<file path="src/rtl/regfile_arbiter_if.sv">
// -----------------------------------------------------------------------------
// regfile_arbiter_if
// Requester-side bus of the register-file arbiter: NREQ packed command lanes
// plus the shared, tagged response.
//
//   req_valid  [NREQ]      per-requester command valid
//   req_write  [NREQ]      per-requester 1 = write, 0 = read
//   req_select [3*NREQ]    per-requester register index, lane i = [3i+2:3i]
//   req_data   [16*NREQ]   per-requester write data, lane i = [16i+15:16i]
//   req_ready  [NREQ]      one-hot, one-cycle accept pulse
//   rsp_valid              one-cycle response pulse
//   rsp_id     [IDW]       owner of the response
//   rsp_data   [16]        read data (0 for writes)
//
// master : the requester side (drives commands, sees ready/response)
// slave  : the arbiter
// -----------------------------------------------------------------------------
interface regfile_arbiter_if #(
    parameter int NREQ = 4,
    parameter int IDW  = $clog2(NREQ)
);
    logic [NREQ-1:0]    req_valid;
    logic [NREQ-1:0]    req_write;
    logic [3*NREQ-1:0]  req_select;
    logic [16*NREQ-1:0] req_data;
    logic [NREQ-1:0]    req_ready;
    logic               rsp_valid;
    logic [IDW-1:0]     rsp_id;
    logic [15:0]        rsp_data;

    modport master (
        output req_valid, req_write, req_select, req_data,
        input  req_ready, rsp_valid, rsp_id, rsp_data
    );

    modport slave (
        input  req_valid, req_write, req_select, req_data,
        output req_ready, rsp_valid, rsp_id, rsp_data
    );
endinterface

</file>
<file path="src/rtl/regfile_arbiter.sv">
// -----------------------------------------------------------------------------
// regfile_arbiter
// Round-robin arbiter/sequencer sharing one 16-bit x 8 register file between
// NREQ requesters. One command at a time is latched, held on the register
// file inputs for DRIVE_CYCLES cycles with enable high, followed by one
// settle cycle in which the read data is captured, then a one-cycle tagged
// response. All outputs are registered.
//
// Ports
//   aclk        clock, rising edge
//   areset      synchronous active-high reset
//   bus         requester bus (slave modport): req_* in, req_ready/rsp_* out
//   busy        high whenever the sequencer is not idle
//   rf_enable   register file rx_enable
//   rf_write    register file rx_write
//   rf_select   register file rx_select
//   rf_data     register file rx_data
//   rf_tx_data  register file tx_data (read return)
// -----------------------------------------------------------------------------
module regfile_arbiter #(
    parameter int NREQ         = 4,
    parameter int DRIVE_CYCLES = 3,
    parameter int IDW          = $clog2(NREQ)
) (
    input  logic                aclk,
    input  logic                areset,
    regfile_arbiter_if.slave    bus,
    output logic                busy,
    output logic                rf_enable,
    output logic                rf_write,
    output logic [2:0]          rf_select,
    output logic [15:0]         rf_data,
    input  logic [15:0]         rf_tx_data
);
    localparam int DATA_W = 16;
    localparam int SEL_W  = 3;
    localparam int CNT_W  = $clog2(DRIVE_CYCLES);

    typedef enum logic [1:0] {
        IDLE,
        DRIVE,
        SETTLE,
        RESP
    } state_t;

    state_t              state_q;
    logic [IDW-1:0]      ptr_q;
    logic [IDW-1:0]      owner_q;
    logic [CNT_W-1:0]    cnt_q;
    logic [NREQ-1:0]     ready_q;
    logic                rsp_valid_q;
    logic [IDW-1:0]      rsp_id_q;
    logic [DATA_W-1:0]   rsp_data_q;
    logic                busy_q;
    logic                en_q;
    logic                wr_q;
    logic [SEL_W-1:0]    sel_q;
    logic [DATA_W-1:0]   data_q;

    // Unpacked view of the per-requester lanes
    logic [SEL_W-1:0]    sel_lane  [NREQ];
    logic [DATA_W-1:0]   data_lane [NREQ];

    // Round-robin search result
    logic                win_found;
    logic [IDW-1:0]      win_idx;
    logic [IDW-1:0]      cand_idx;
    logic                win_write;
    logic [SEL_W-1:0]    win_sel;
    logic [DATA_W-1:0]   win_data;
    logic [IDW-1:0]      ptr_d;

    always_comb begin
        for (int i = 0; i < NREQ; i++) begin
            sel_lane[i]  = bus.req_select[SEL_W*i +: SEL_W];
            data_lane[i] = bus.req_data[DATA_W*i +: DATA_W];
        end
    end

    // Scan from the pointer upward, wrapping modulo NREQ; the first valid
    // requester found wins.
    always_comb begin
        win_found = 1'b0;
        win_idx   = '0;
        cand_idx  = '0;
        win_write = 1'b0;
        win_sel   = '0;
        win_data  = '0;
        for (int k = 0; k < NREQ; k++) begin
            cand_idx = IDW'((int'(ptr_q) + k) % NREQ);
            if (!win_found && bus.req_valid[cand_idx]) begin
                win_found = 1'b1;
                win_idx   = cand_idx;
                win_write = bus.req_write[cand_idx];
                win_sel   = sel_lane[cand_idx];
                win_data  = data_lane[cand_idx];
            end
        end
        ptr_d = (win_idx == IDW'(NREQ - 1)) ? '0 : win_idx + IDW'(1);
    end

    always_ff @(posedge aclk) begin
        if (areset) begin
            state_q     <= IDLE;
            ptr_q       <= '0;
            owner_q     <= '0;
            cnt_q       <= '0;
            ready_q     <= '0;
            rsp_valid_q <= 1'b0;
            rsp_id_q    <= '0;
            rsp_data_q  <= '0;
            busy_q      <= 1'b0;
            en_q        <= 1'b0;
            wr_q        <= 1'b0;
            sel_q       <= '0;
            data_q      <= '0;
        end else begin
            // ready and rsp_valid are single-cycle pulses
            ready_q     <= '0;
            rsp_valid_q <= 1'b0;
            unique case (state_q)
                IDLE: begin
                    if (win_found) begin
                        owner_q <= win_idx;
                        ptr_q   <= ptr_d;
                        wr_q    <= win_write;
                        sel_q   <= win_sel;
                        data_q  <= win_data;
                        en_q    <= 1'b1;
                        busy_q  <= 1'b1;
                        ready_q <= NREQ'(1) << win_idx;
                        cnt_q   <= CNT_W'(DRIVE_CYCLES - 1);
                        state_q <= DRIVE;
                    end
                end
                DRIVE: begin
                    if (cnt_q == '0) begin
                        en_q    <= 1'b0;
                        state_q <= SETTLE;
                    end else begin
                        cnt_q <= cnt_q - CNT_W'(1);
                    end
                end
                SETTLE: begin
                    // Register 0 reads as zero whatever the file returns.
                    rsp_data_q  <= (wr_q || sel_q == '0) ? '0 : rf_tx_data;
                    rsp_id_q    <= owner_q;
                    rsp_valid_q <= 1'b1;
                    state_q     <= RESP;
                end
                RESP: begin
                    busy_q  <= 1'b0;
                    state_q <= IDLE;
                end
                default: state_q <= IDLE;
            endcase
        end
    end

    assign bus.req_ready = ready_q;
    assign bus.rsp_valid = rsp_valid_q;
    assign bus.rsp_id    = rsp_id_q;
    assign bus.rsp_data  = rsp_data_q;
    assign busy          = busy_q;
    assign rf_enable     = en_q;
    assign rf_write      = wr_q;
    assign rf_select     = sel_q;
    assign rf_data       = data_q;

endmodule

</file>
<file path="src/flat_wrapper.sv">
// flat-port wrapper written by rule: the top's interface ports become plain ports
module regfile_arbiter_flat 
#(
    parameter int NREQ         = 4,
    parameter int DRIVE_CYCLES = 3,
    parameter int IDW          = $clog2(NREQ)
)
  (aclk, areset, busy, rf_enable, rf_write, rf_select, rf_data, rf_tx_data, bus_req_valid, bus_req_write, bus_req_select, bus_req_data, bus_req_ready, bus_rsp_valid, bus_rsp_id, bus_rsp_data);
  regfile_arbiter_if #(.NREQ(NREQ), .IDW(IDW)) bus_i ();
  input  logic aclk;
  input  logic areset;
  output logic busy;
  output logic rf_enable;
  output logic rf_write;
  output logic [2:0] rf_select;
  output logic [15:0] rf_data;
  input  logic [15:0] rf_tx_data;
  input wire logic [$bits(bus_i.req_valid)-1:0] bus_req_valid;
  input wire logic [$bits(bus_i.req_write)-1:0] bus_req_write;
  input wire logic [$bits(bus_i.req_select)-1:0] bus_req_select;
  input wire logic [$bits(bus_i.req_data)-1:0] bus_req_data;
  output wire logic [$bits(bus_i.req_ready)-1:0] bus_req_ready;
  output wire logic [$bits(bus_i.rsp_valid)-1:0] bus_rsp_valid;
  output wire logic [$bits(bus_i.rsp_id)-1:0] bus_rsp_id;
  output wire logic [$bits(bus_i.rsp_data)-1:0] bus_rsp_data;
  assign bus_i.req_valid = bus_req_valid;
  assign bus_i.req_write = bus_req_write;
  assign bus_i.req_select = bus_req_select;
  assign bus_i.req_data = bus_req_data;
  assign bus_req_ready = bus_i.req_ready;
  assign bus_rsp_valid = bus_i.rsp_valid;
  assign bus_rsp_id = bus_i.rsp_id;
  assign bus_rsp_data = bus_i.rsp_data;
  regfile_arbiter #(.NREQ(NREQ), .DRIVE_CYCLES(DRIVE_CYCLES), .IDW(IDW)) u_core (.aclk(aclk), .areset(areset), .bus(bus_i), .busy(busy), .rf_enable(rf_enable), .rf_write(rf_write), .rf_select(rf_select), .rf_data(rf_data), .rf_tx_data(rf_tx_data));
endmodule
</file>
<file path="config.mk">
export PLATFORM = sky130hd
export DESIGN_NAME = regfile_arbiter_flat
export DESIGN_NICKNAME = d
export VERILOG_FILES = /design/src/rtl/regfile_arbiter_if.sv /design/src/rtl/regfile_arbiter.sv /design/src/flat_wrapper.sv
export SDC_FILE = /design/constraint.sdc
export NUM_CORES = 1
export LEC_CHECK = 0
export BUFFER_PORTS_ARGS = -buffer_cell sky130_fd_sc_hd__buf_4
export CAP_MARGIN = 20
export CELL_PAD_IN_SITES_DETAIL_PLACEMENT = 0
export CELL_PAD_IN_SITES_GLOBAL_PLACEMENT = 2
export CORE_ASPECT_RATIO = 0.9
export CORE_UTILIZATION = 31
export DETAILED_ROUTE_END_ITERATION = 10
export PLACE_DENSITY = 0.94
export SLEW_MARGIN = 20
export SYNTH_ARGS = -nofsm -noshare
export SYNTH_HDL_FRONTEND = slang
export SYNTH_SLANG_ARGS = --single-unit
</file>
<file path="constraint.sdc">
create_clock -name aclk -period 2.4 [get_ports aclk]
set_input_delay 0.6 -clock aclk [delete_from_list [all_inputs] [get_ports aclk]]
set_output_delay 0.6 -clock aclk [all_outputs]
set_load 0.005 [all_outputs]
</file>
==> out/summary.log, run 1 <==
qor: run_status.run_status complete, no violations
qor: floorplanning.floorplan.initialDensity 32.1%
qor: place.number_of_buffer_cells_added_on_primary_ports 146
qor: cells_and_area.post_route_cells_drive_above_1_share 40.3%
qor: timing.final_tns_setup 0 ns
qor: yosys.yosys.cell_types.count 56
qor: yosys.synth_nets 601
qor: timing.max_freq 0.467 GHz
qor: run.max-cap-violations 0
qor: place.hpwlAfterDp 10.4 mm
qor: floorplanning.die_width 130 um
qor: drt.num_vias 4306
qor: drt.viasPerCell 5.29
qor: pwr.vdd.ir_drop.worst 0.556 mV
qor: global_route.grt_pass1_vias 4136
qor: floorplanning.core.rowCount 41
qor: timing.fin_hold_ws 0.461 ns
qor: clocking.ctsHtreeMaxLevel 2
qor: yosys.mappedNetlistArea 0.00457 mm2
qor: yosys.seq_area_frac_synth 23.2%
qor: yosys.syn_inst_count 494
qor: timing.max-slew-margin-rel 52.2%
qor: yosys.netlist_top_cells_area dfxtp_1 (23%), mux2i_1 (13%), mux4_2 (9.4%)
qor: yosys.postSynthRegisterBits 53
qor: global_route.grt_start_max_net_pins 42
qor: timing.final_period_minus_worst_setup_slack 2.14 ns
qor: clocking.cts.sinks 53
qor: yosys.synth.yosys.warnings 0
qor: drt.wl 13.7 mm
qor: clocking.cts_inserted_buffers 5
qor: timing.timing.final.hold_violations 0
qor: worst_hold_path.hold_path_class flip-flop to flip-flop
qor: pwr.power.density_cell_area 1040 mW/mm2
qor: floorplanning.die_height 117 um
qor: floorplanning.io_pins 147
qor: critical_path.timing.critical_path.fanout_max 41
qor: clocking.tritoncts_clock_tree yes
qor: clocking.clkSlewWorstSetupHoldPaths 0.07 ns
qor: critical_path.worst_path_dominant_cell_family compound AO/OA/AOI/OAI gates
qor: critical_path.worst_path_max_delay_cell dfxtp_4
qor: critical_path.cp_num_buf_inv 1
qor: cells_and_area.number_of_diodes 0
qor: pwr.report.power.total 6.21 mW
qor: clocking.clk_latency 0.28 ns
qor: global_route.antenna_found_initial 0
qor: floorplanning.floorplan.die_area 0.0152 mm2
qor: critical_path.critical_path_class flip-flop to flip-flop
qor: timing.post-route-period-util 89.2%
qor: clocking.cts.repair_timing.setup_buffer_count 0
qor: yosys.synthArstFlopShare 0%
qor: yosys.synth_top_cells_by_count mux2i_1 (60), nor2_1 (54), dfxtp_1 (53)
qor: yosys.cell_taking_the_most_area_after_synthesis dfxtp_1
qor: place.gp_congestion 0.803
qor: timing.tightest_slew 0.716 ns
qor: drt.drt_first_pass_iters 4
qor: critical_path.critical_path.startpoint_type flip-flop
qor: global_route.grt_pass1_wl 21.3 mm
qor: cells_and_area.layout-area-overhead-vs-synth 30.2%
qor: clocking.cts_buffer_depth 2
qor: yosys.syn_avg_cell_area 9.24 um2
qor: drt.residual_antenna_violating_net_count_after_detailed_routing 0
qor: critical_path.critPathCaptureType flip-flop
qor: drt.post-route-drc-count 0
qor: drt.detail_route.wl_per_cell 16.9 um
qor: yosys.synth_top_flop_cell dfxtp_1
qor: cells_and_area.finish.net_count 728
qor: global_route.overflow 0
qor: floorplanning.floorplan.core_area 0.0142 mm2
qor: timing.grt_setup_unrepaired no
qor: yosys.synth-edff-count 0
qor: timing.final_max_slew_viol_count 0
qor: clocking.clock_root_buffer_master clkbuf_16
qor: yosys.yosys.cell_count.top_type mux2i_1
qor: timing.setup_violations 0
qor: timing.finClkSkew 0.00282 ns
qor: critical_path.critPathMaxStageDelay 0.56 ns
qor: critical_path.worstPathCellList buf_12 > mux2_2 > mux2i_1 > a21oi_1 > a2111oi_0 > a211oi_1
qor: clocking.cts_resized 0
qor: yosys.synth_top_area_share 23.2%
qor: critical_path.timing.critical_path.arrival 2.30 ns
qor: drt.drt-initial-drc-count 152
qor: critical_path.crit_required 2.55 ns
qor: global_route.groute.usage.overall 17.8%
qor: pwr.p_leak 2.39 nW
qor: clocking.hold_buffers 0
worst reg2reg max path, cell delays in order, from the launching register on:
cell       delay (ns)
dfxtp_4          0.56
buf_12           0.29
mux2_2           0.39
mux2i_1          0.16
a21oi_1          0.06
a2111oi_0        0.44
a211oi_1         0.13
flip-flops by register name (all words and copies together), names as in the netlist:
| signal | count |
|---|---|
| u_core.bus.rsp_data | 16 |
| u_core.rf_data | 16 |
| u_core.bus.req_ready | 4 |
| u_core.rf_select | 3 |
| u_core.bus.rsp_id | 2 |
| u_core.cnt_q | 2 |
| u_core.owner_q | 2 |
| u_core.ptr_q | 2 |
| u_core.state_q | 2 |
| u_core.bus.rsp_valid | 1 |
| u_core.busy | 1 |
| u_core.rf_enable | 1 |
| u_core.rf_write | 1 |
cells by family after synthesis:
family                     count (synthesis)  share of synthesized area (%)
adders and majority gates                  5                           1.37
buffers and inverters                     56                           7.59
AOI/OAI and AO/OA                        140                           22.1
and+or+nand+nor                          127                           14.8
xor gates and xnor gates                   1                          0.192
muxes                                    112                           30.7
DFF                                       53                           23.2
cell usage in the layout, fill, tap and decap left out, types with 2 or more instances in the layout:
cell | Yosys | routed
o21ai_0 | 14 | 14
nor3_1 | 5 | 5
and3b_1 | 5 | 5
o21ai_2 | 2 | 2
nor4b_1 | 2 | 2
nor3b_1 | 7 | 6
nor2b_1 | 29 | 29
mux4_2 | 19 | 19
a211oi_1 | 21 | 21
buf_4 | 8 | 163
a21oi_1 | 49 | 49
o21ai_1 | 3 | 3
nand2_1 | 13 | 13
a21o_1 | 2 | 2
buf_12 | 2 | 3
a32oi_1 | 8 | 8
nand3_1 | 2 | 2
ha_1 | 5 | 5
dfxtp_1 | 53 | 51
mux2i_1 | 60 | 60
nor2_1 | 54 | 54
mux2_2 | 32 | 32
o22ai_1 | 17 | 17
inv_1 | 8 | 8
inv_2 | 2 | 2
clkbuf_16 | 0 | 5
a2111oi_2 | 10 | 10
worst paths after layout:
kind | to | start | depth (start not counted) | slack [ns]
worst max register to register | u_core.rf_data[14] | u_core.ptr_q[0] | 6 | 0.26
worst min-delay path | u_core.owner_q[1] | u_core.owner_q[1] | 2 | 0.46
worst max-delay path | u_core.rf_data[14] | u_core.ptr_q[0] | 6 | 0.26
worst min register to register | u_core.owner_q[1] | u_core.owner_q[1] | 2 | 0.46
layout make-up:
type | count | area, um2
repair buffers | 166 | 1280
fillers | 1379 | 8260
clock inverters | 1 | 7.51
well taps | 193 | 241
clock buffers | 6 | 139
multi-input cells | 385 | 3170
flip-flops and latches | 53 | 1070
inverters | 10 | 37.5
power breakdown:
group | internal, mW | switching (mW)
combinational | 2.00 | 1.99
sequential | 1.18 | 0.322
clock | 0.410 | 0.313
total | 3.59 | 2.63
through the flow:
step | utilization [%] | std cells | area [um2] | setup slack [ns]
2_1_floorplan | - | 494 | 4570 | 0.390
3_3_place_gp | 40.8 | 807 | 5790 | 0.227
3_5_place_dp | 40.8 | 807 | 5790 | 0.160
4_1_cts | 41.8 | 814 | 5940 | 0.266
5_1_grt | 41.8 | 814 | 5950 | 0.108
6_report | 41.8 | 814 | 5950 | 0.259
routing by layer:
metal	up-vias	global-route usage (%)	part of all wire, %	wire length (um)
met5	-	0	0	0
met4	0	3.41	0.34	47
met3	6	3.32	7.3	997
met2	154	28.2	44	5980
met1	2029	25.4	49	6700
li1	2117	-	-	-
(Power assumes the default switching activity.)
==> inputs of run 2 (changes only) <==
--- a/config.mk
+++ b/config.mk
@@ -11,6 +11,7 @@
 export CELL_PAD_IN_SITES_GLOBAL_PLACEMENT = 2
 export CORE_ASPECT_RATIO = 0.9
 export CORE_UTILIZATION = 31
+export CTS_BUF_LIST = sky130_fd_sc_hd__clkbuf_4
 export DETAILED_ROUTE_END_ITERATION = 10
 export PLACE_DENSITY = 0.94
 export SLEW_MARGIN = 20
==> run 2 against run 1 <==
Design area shrank 1.6%. Sequential share of layout area is 0.29 points higher. Hold slack got worse by 0.020 ns. Global-route usage down 0.12 points. Final cell count rose by 0.12%. Die area unchanged. Routed wire length shrank 0.28%. Non-clock buffer count unchanged. Flip-flop and latch count did not move.
==> out/summary.log, run 2 (synthesis results as in run 1) <==
qor: run_status.run_status complete, no violations [unchanged]
qor: cells_and_area.layout_common_cells buf_4 (163), mux2i_1 (60), nor2_1 (54) [unchanged]
qor: pwr.swShare 44.1% [was 42.3%]
qor: clocking.cts.sinks 53 [unchanged]
qor: clocking.cts_inserted_buffers 5 [unchanged]
qor: floorplanning.floorplan.initialDensity 32.1% [unchanged]
qor: worst_hold_path.hold_path_class primary input to flip-flop [was flip-flop to flip-flop]
qor: timing.final_max_slew_viol_count 0 [unchanged]
qor: floorplanning.die_width 130 um [unchanged]
qor: cells_and_area.post_route_cells_drive_above_1_share 40.1% [was 40.3%]
qor: clocking.ctsHtreeMaxLevel 2 [unchanged]
qor: drt.wl 13.7 mm [about the same]
qor: timing.timing.final.hold_violations 0 [unchanged]
qor: timing.finClkSkew 0.00867 ns [was 0.00282 ns]
qor: critical_path.timing.critical_path.arrival 2.39 ns [was 2.30 ns]
qor: drt.residual_antenna_violating_net_count_after_detailed_routing 0 [unchanged]
qor: pwr.share_clk_of_total_power 6.6% [was 11.6%]
qor: place.hpwlAfterDp 10.4 mm [unchanged]
qor: timing.max-slew-margin-rel 52.7% [was 52.2%]
qor: drt.drt_first_pass_iters 4 [unchanged]
qor: cells_and_area.final_common_cell buf_4 [unchanged]
qor: place.dpl-instance-area 0.00579 mm2 [unchanged]
qor: critical_path.worst_path_max_delay_cell dfxtp_4 [unchanged]
qor: floorplanning.core.rowCount 41 [unchanged]
qor: cells_and_area.finish.instance_area 0.00585 mm2 [was 0.00595 mm2]
qor: clocking.tritoncts_clock_tree yes [unchanged]
qor: global_route.grt_pass1_vias 4127 [was 4136]
qor: cells_and_area.final_core_utilization 41.2% [was 41.8%]
qor: pwr.vdd.ir_drop.worst 0.415 mV [was 0.556 mV]
qor: clocking.cts.repair_timing.setup_buffer_count 0 [unchanged]
qor: global_route.grt_start_max_net_pins 42 [unchanged]
qor: pwr.netSwitchingPower 2.59 mW [was 2.63 mW]
qor: timing.grt_setup_unrepaired no [unchanged]
qor: clocking.cts_buffer_depth 2 [unchanged]
qor: pwr.cellInternalPower 3.28 mW [was 3.59 mW]
qor: drt.detail_route.wl_per_cell 16.8 um [was 16.9 um]
qor: pwr.gate_power_share 67.9% [was 64.2%]
qor: floorplanning.die_height 117 um [unchanged]
qor: timing.final_period_minus_worst_setup_slack 2.13 ns [was 2.14 ns]
qor: cells_and_area.layout.filler_cells 1396 [was 1379]
qor: drt.post-route-drc-count 0 [unchanged]
qor: cells_and_area.layout-area-overhead-vs-synth 28.1% [was 30.2%]
qor: timing.setup_violations 0 [unchanged]
qor: drt.drt-initial-drc-count 167 [was 152]
qor: clocking.clk_latency 0.37 ns [was 0.28 ns]
qor: critical_path.cp_num_buf_inv 1 [unchanged]
qor: critical_path.worstPathCellList buf_12 > mux2_2 > mux2i_1 > a21oi_1 > a2111oi_0 > a211oi_1 [unchanged]
qor: global_route.overflow 0 [unchanged]
qor: floorplanning.floorplan.die_area 0.0152 mm2 [unchanged]
qor: critical_path.critPathCaptureType flip-flop [unchanged]
qor: timing.post-route-period-util 88.9% [was 89.2%]
qor: floorplanning.io_pins 147 [unchanged]
qor: clocking.cts_resized 0 [unchanged]
qor: pwr.power.density_cell_area 1000 mW/mm2 [was 1040 mW/mm2]
qor: place.number_of_buffer_cells_added_on_primary_ports 146 [unchanged]
qor: clocking.clock_root_buffer_master clkbuf_4 [was clkbuf_16]
qor: pwr.sequential_share_of_power 25.5% [was 24.2%]
qor: critical_path.critical_path.startpoint_type flip-flop [unchanged]
qor: run.max-cap-violations 0 [unchanged]
qor: timing.final_tns_setup 0 ns [unchanged]
qor: drt.num_vias 4317 [was 4306]
qor: clocking.hold_buffers 0 [unchanged]
qor: global_route.groute.usage.overall 17.7% [was 17.8%]
qor: critical_path.critical_path_class flip-flop to flip-flop [unchanged]
qor: critical_path.crit_required 2.66 ns [was 2.55 ns]
qor: clocking.clkSlewWorstSetupHoldPaths 0.15 ns [was 0.07 ns]
qor: drt.viasPerCell 5.30 [was 5.29]
qor: timing.fin_ws 0.265 ns [was 0.259 ns]
qor: global_route.grt_pass1_wl 21.2 mm [was 21.3 mm]
qor: floorplanning.floorplan.core_area 0.0142 mm2 [unchanged]
qor: critical_path.timing.critical_path.fanout_max 41 [unchanged]
qor: cells_and_area.finish.net_count 728 [unchanged]
qor: timing.max_freq 0.468 GHz [was 0.467 GHz]
qor: timing.tightest_slew 0.708 ns [was 0.716 ns]
qor: global_route.antenna_found_initial 0 [unchanged]
qor: critical_path.worst_path_dominant_cell_family compound AO/OA/AOI/OAI gates [unchanged]
qor: place.gp_congestion 0.803 [unchanged]
qor: critical_path.critPathMaxStageDelay 0.59 ns [was 0.56 ns]
qor: place.pre_cts_slack 0.160 ns [unchanged]
qor: pwr.p_leak 2.35 nW [was 2.39 nW]
[run 2: cell count changes in the layout (fill, tap and decap cells not counted), sizes merged]
cell / change
diode: +1
clkinv: +1
clkbuf: -1
[run 2: tightest hold or removal path: cells and delay by family]
family | cells | cell delay [ns]
buffers and inverters | 1 | 0.08
AND/OR/NAND/NOR | 1 | 0.07
AO/OA/AOI/OAI | 1 | 0.05
[run 2: layout make-up]
cell class,instances,area (um2),area share [%]
Antenna cell,1,2.50,0.0428
Inverter,10,37.5,0.642
Clock inverter,2,11.3,0.192
Tap cell,193,241,4.13
Clock buffer,5,37.5,0.642
Sequential cell,53,1070,18.2
Multi-Input combinational cell,385,3170,54.2
Timing Repair Buffer,166,1280,21.9
[run 2: path summary, 6_finish.rpt]
path / startpoint / endpoint / slack [ns] / cells past startpoint
worst max-delay path: u_core.ptr_q[0] / u_core.rf_data[14] / 0.27 / 6
worst min-delay path: rf_tx_data[6] / u_core.bus.rsp_data[6] / 0.44 / 3
worst max register to register: u_core.ptr_q[0] / u_core.rf_data[14] / 0.27 / 6
worst min register to register: u_core.owner_q[1] / u_core.owner_q[1] / 0.47 / 2
[run 2: metal layers]
metal / GRT usage (%) / vias up / wire, um
met1: 25.5 / 2026 / 6810
met5: 0 / - / 0
li1: - / 2120 / -
met4: 2.48 / 0 / 82
met3: 2.95 / 13 / 902
met2: 28.3 / 158 / 5890
[run 2: power groups by stage]
stage	clock network (mW)	logic, mW	registers (mW)
after floorplan	0	2.98	1.39
after global placement	0	3.89	1.51
after detailed placement	0	3.96	1.52
after CTS	0.408	3.98	1.50
after global routing	0.448	4.35	1.54
final	0.388	3.98	1.50
[run 2: stage by stage]
step	hold slack [ns]	instances	total power [mW]
2_1_floorplan	0.436	494	4.37
5_1_grt	0.423	814	6.34
6_report	0.442	815	5.87
3_5_place_dp	0.452	807	5.47
4_1_cts	0.429	814	5.88
3_3_place_gp	0.453	807	5.40
==> inputs of run 3 (changes only) <==
--- a/config.mk
+++ b/config.mk
@@ -7,13 +7,11 @@
 export LEC_CHECK = 0
 export BUFFER_PORTS_ARGS = -buffer_cell sky130_fd_sc_hd__buf_4
 export CAP_MARGIN = 20
-export CELL_PAD_IN_SITES_DETAIL_PLACEMENT = 0
-export CELL_PAD_IN_SITES_GLOBAL_PLACEMENT = 2
 export CORE_ASPECT_RATIO = 0.9
-export CORE_UTILIZATION = 31
+export CORE_UTILIZATION = 41
 export CTS_BUF_LIST = sky130_fd_sc_hd__clkbuf_4
 export DETAILED_ROUTE_END_ITERATION = 10
-export PLACE_DENSITY = 0.94
+export PLACE_DENSITY = 0.79
 export SLEW_MARGIN = 20
 export SYNTH_ARGS = -nofsm -noshare
 export SYNTH_HDL_FRONTEND = slang
==> run 3 against run 2 <==
Non-clock buffer count fell by 1. Worst setup slack got worse by 0.084 ns. Core utilization rose by 12 points. Flip-flop and latch count did not move. Register-to-register slack got worse by 0.08 ns. Global-route usage rose by 4.2 points. Final cell count fell by 5.2%. Routed wire length fell by 5.4%. Combinational power fell by 4%. Hold slack got worse by 0.014 ns. Clock-buffer cell count did not move. Largest cell class unchanged. Largest power group unchanged. Highest routed layer unchanged.
==> out/summary.log, run 3 (synthesis results as in run 1) <==
qor: timing.grt_setup_unrepaired no [unchanged]
qor: clocking.clock_root_buffer_master clkbuf_4 [unchanged]
qor: place.gp_congestion 0.854 [was 0.803]
qor: timing.final_tns_setup 0 ns [unchanged]
qor: run_status.run_status complete, no violations [unchanged]
qor: place.hpwlAfterDp 9.76 mm [was 10.4 mm]
qor: timing.finClkSkew 0.0196 ns [was 0.00867 ns]
qor: worst_hold_path.worstHoldStart rf_tx_data[15] [was rf_tx_data[6]]
qor: global_route.antenna_found_initial 0 [unchanged]
qor: critical_path.cp_num_buf_inv 1 [unchanged]
qor: critical_path.timing.critical_path.arrival 2.49 ns [was 2.39 ns]
qor: clocking.ctsHtreeMaxLevel 2 [unchanged]
qor: cells_and_area.layout_common_cells buf_4 (163), mux2i_1 (60), nor2_1 (54) [unchanged]
qor: critical_path.critPathMaxStageDelay 0.68 ns [was 0.59 ns]
qor: timing.final_max_slew_viol_count 0 [unchanged]
qor: cells_and_area.finish.net_count 727 [was 728]
qor: global_route.groute.usage.overall 22.0% [was 17.7%]
qor: clocking.cts_resized 0 [unchanged]
qor: timing.tightest_slew 1.00 ns [was 0.708 ns]
qor: floorplanning.die_height 102 um [was 117 um]
qor: timing.final_period_minus_worst_setup_slack 2.22 ns [was 2.13 ns]
qor: clocking.cts_inserted_buffers 5 [unchanged]
qor: drt.wl 12.9 mm [was 13.7 mm]
qor: floorplanning.die_width 113 um [was 130 um]
qor: clocking.cts_buffer_depth 2 [unchanged]
qor: floorplanning.floorplan.die_area 0.0116 mm2 [was 0.0152 mm2]
qor: run.max-cap-violations 0 [unchanged]
qor: critical_path.critPathCaptureType flip-flop [unchanged]
qor: clocking.clk_latency 0.38 ns [was 0.37 ns]
qor: pwr.vdd.ir_drop.worst 0.475 mV [was 0.415 mV]
qor: global_route.grt_pass1_wl 20.5 mm [was 21.2 mm]
qor: pwr.power.density_cell_area 1010 mW/mm2 [was 1000 mW/mm2]
qor: clocking.cts.sinks 53 [unchanged]
qor: global_route.grt_start_max_net_pins 38 [was 42]
qor: drt.detail_route.wl_per_cell 16.7 um [was 16.8 um]
qor: clocking.tritoncts_clock_tree yes [unchanged]
qor: timing.timing.final.hold_violations 0 [unchanged]
qor: timing.fin_ws 0.181 ns [was 0.265 ns]
qor: critical_path.critical_path.startpoint_type flip-flop [unchanged]
qor: global_route.overflow 0 [unchanged]
qor: timing.max_freq 0.451 GHz [was 0.468 GHz]
qor: drt.drt-initial-drc-count 274 [was 167]
qor: critical_path.worst_path_dominant_cell_family flip-flops [was compound AO/OA/AOI/OAI gates]
qor: drt.post-route-drc-count 0 [unchanged]
qor: critical_path.worstPathCellList buf_12 > mux2_2 > mux2i_1 > a21oi_1 > a2111oi_0 > a211oi_1 [unchanged]
qor: drt.drt_first_pass_iters 5 [was 4]
qor: clocking.cts.repair_timing.setup_buffer_count 0 [unchanged]
qor: cells_and_area.final_common_cell buf_4 [unchanged]
qor: place.number_of_buffer_cells_added_on_primary_ports 146 [unchanged]
qor: cells_and_area.number_of_diodes 0 [was 1]
qor: timing.post-route-period-util 92.5% [was 88.9%]
qor: clocking.hold_buffers 0 [unchanged]
qor: timing.max-slew-margin-rel 33.0% [was 52.7%]
qor: critical_path.worst_setup_path_startpoint u_core.ptr_q[0] [unchanged]
qor: floorplanning.floorplan.core_area 0.0109 mm2 [was 0.0142 mm2]
qor: timing.fin_hold_ws 0.428 ns [was 0.442 ns]
qor: floorplanning.io_pins 147 [unchanged]
qor: cells_and_area.final_core_utilization 53.3% [was 41.2%]
qor: drt.num_vias 4471 [was 4317]
qor: cells_and_area.post_route_cells_drive_above_1_share 40.3% [was 40.1%]
qor: place.pre_cts_slack 0.198 ns [was 0.160 ns]
qor: critical_path.worst_path_max_delay_cell dfxtp_4 [unchanged]
qor: drt.viasPerCell 5.78 [was 5.30]
qor: floorplanning.floorplan.initialDensity 42.1% [was 32.1%]
qor: critical_path.timing.critical_path.fanout_max 37 [was 41]
qor: critical_path.reg2reg_setup_slack 0.18 ns [was 0.27 ns]
qor: timing.setup_violations 0 [unchanged]
qor: pwr.p_leak 2.35 nW [about the same]
qor: cells_and_area.layout-area-overhead-vs-synth 26.7% [was 28.1%]
qor: critical_path.crit_required 2.67 ns [was 2.66 ns]
qor: floorplanning.core.rowCount 36 [was 41]
qor: worst_hold_path.hold_path_class primary input to flip-flop [unchanged]
qor: clocking.clkSlewWorstSetupHoldPaths 0.17 ns [was 0.15 ns]
qor: drt.residual_antenna_violating_net_count_after_detailed_routing 0 [unchanged]
qor: global_route.grt_pass1_vias 4209 [was 4127]
qor: critical_path.critical_path_class flip-flop to flip-flop [unchanged]
qor: critical_path.r2r_start u_core.ptr_q[0] [unchanged]
## run 3: per-stage QoR
step                total power [mW]  instances  cell area [um2]
floorplan                       4.37        494             4570
CTS                             5.81        773             5780
detailed placement              5.37        765             5720
global placement                5.24        765             5720
finish                          5.82        773             5780
global route                    6.25        773             5780
## run 3: worst reg2reg max path, cell delays in order (launching register included)
cell       delay (ns)
dfxtp_4          0.68
buf_12           0.29
mux2_2           0.39
mux2i_1          0.15
a21oi_1          0.05
a2111oi_0        0.42
a211oi_1         0.13
## run 3: layer usage
layer	vias up	track usage (%)	share of wire (%)
met5	-	0	0
met4	0	3.74	0.67
met3	10	2.37	6.7
met2	210	38.7	48
met1	2140	29.5	44
li1	2111	-	-
## run 3: cell type report
cell class | instances | area (um2)
tap | 152 | 190
sequential | 53 | 1070
fill | 985 | 5070
timing repair buffer | 165 | 1260
clock buffer | 5 | 37.5
inverter | 10 | 37.5
clock inverter | 3 | 25.0
multi-input combinational | 385 | 3160
## run 3: final timing paths
path / endpoint / cells past startpoint
hold reg to reg: u_core.owner_q[1] / 2
setup / recovery: u_core.rf_data[14] / 6
setup reg to reg: u_core.rf_data[14] / 6
hold / removal: u_core.bus.rsp_data[15] / 3
## run 3: report_power, final
part           switching (mW)  internal [mW]
Clock                   0.312          0.123
Sequential              0.380           1.18
Combinational            1.88           1.95
Total                    2.57           3.25
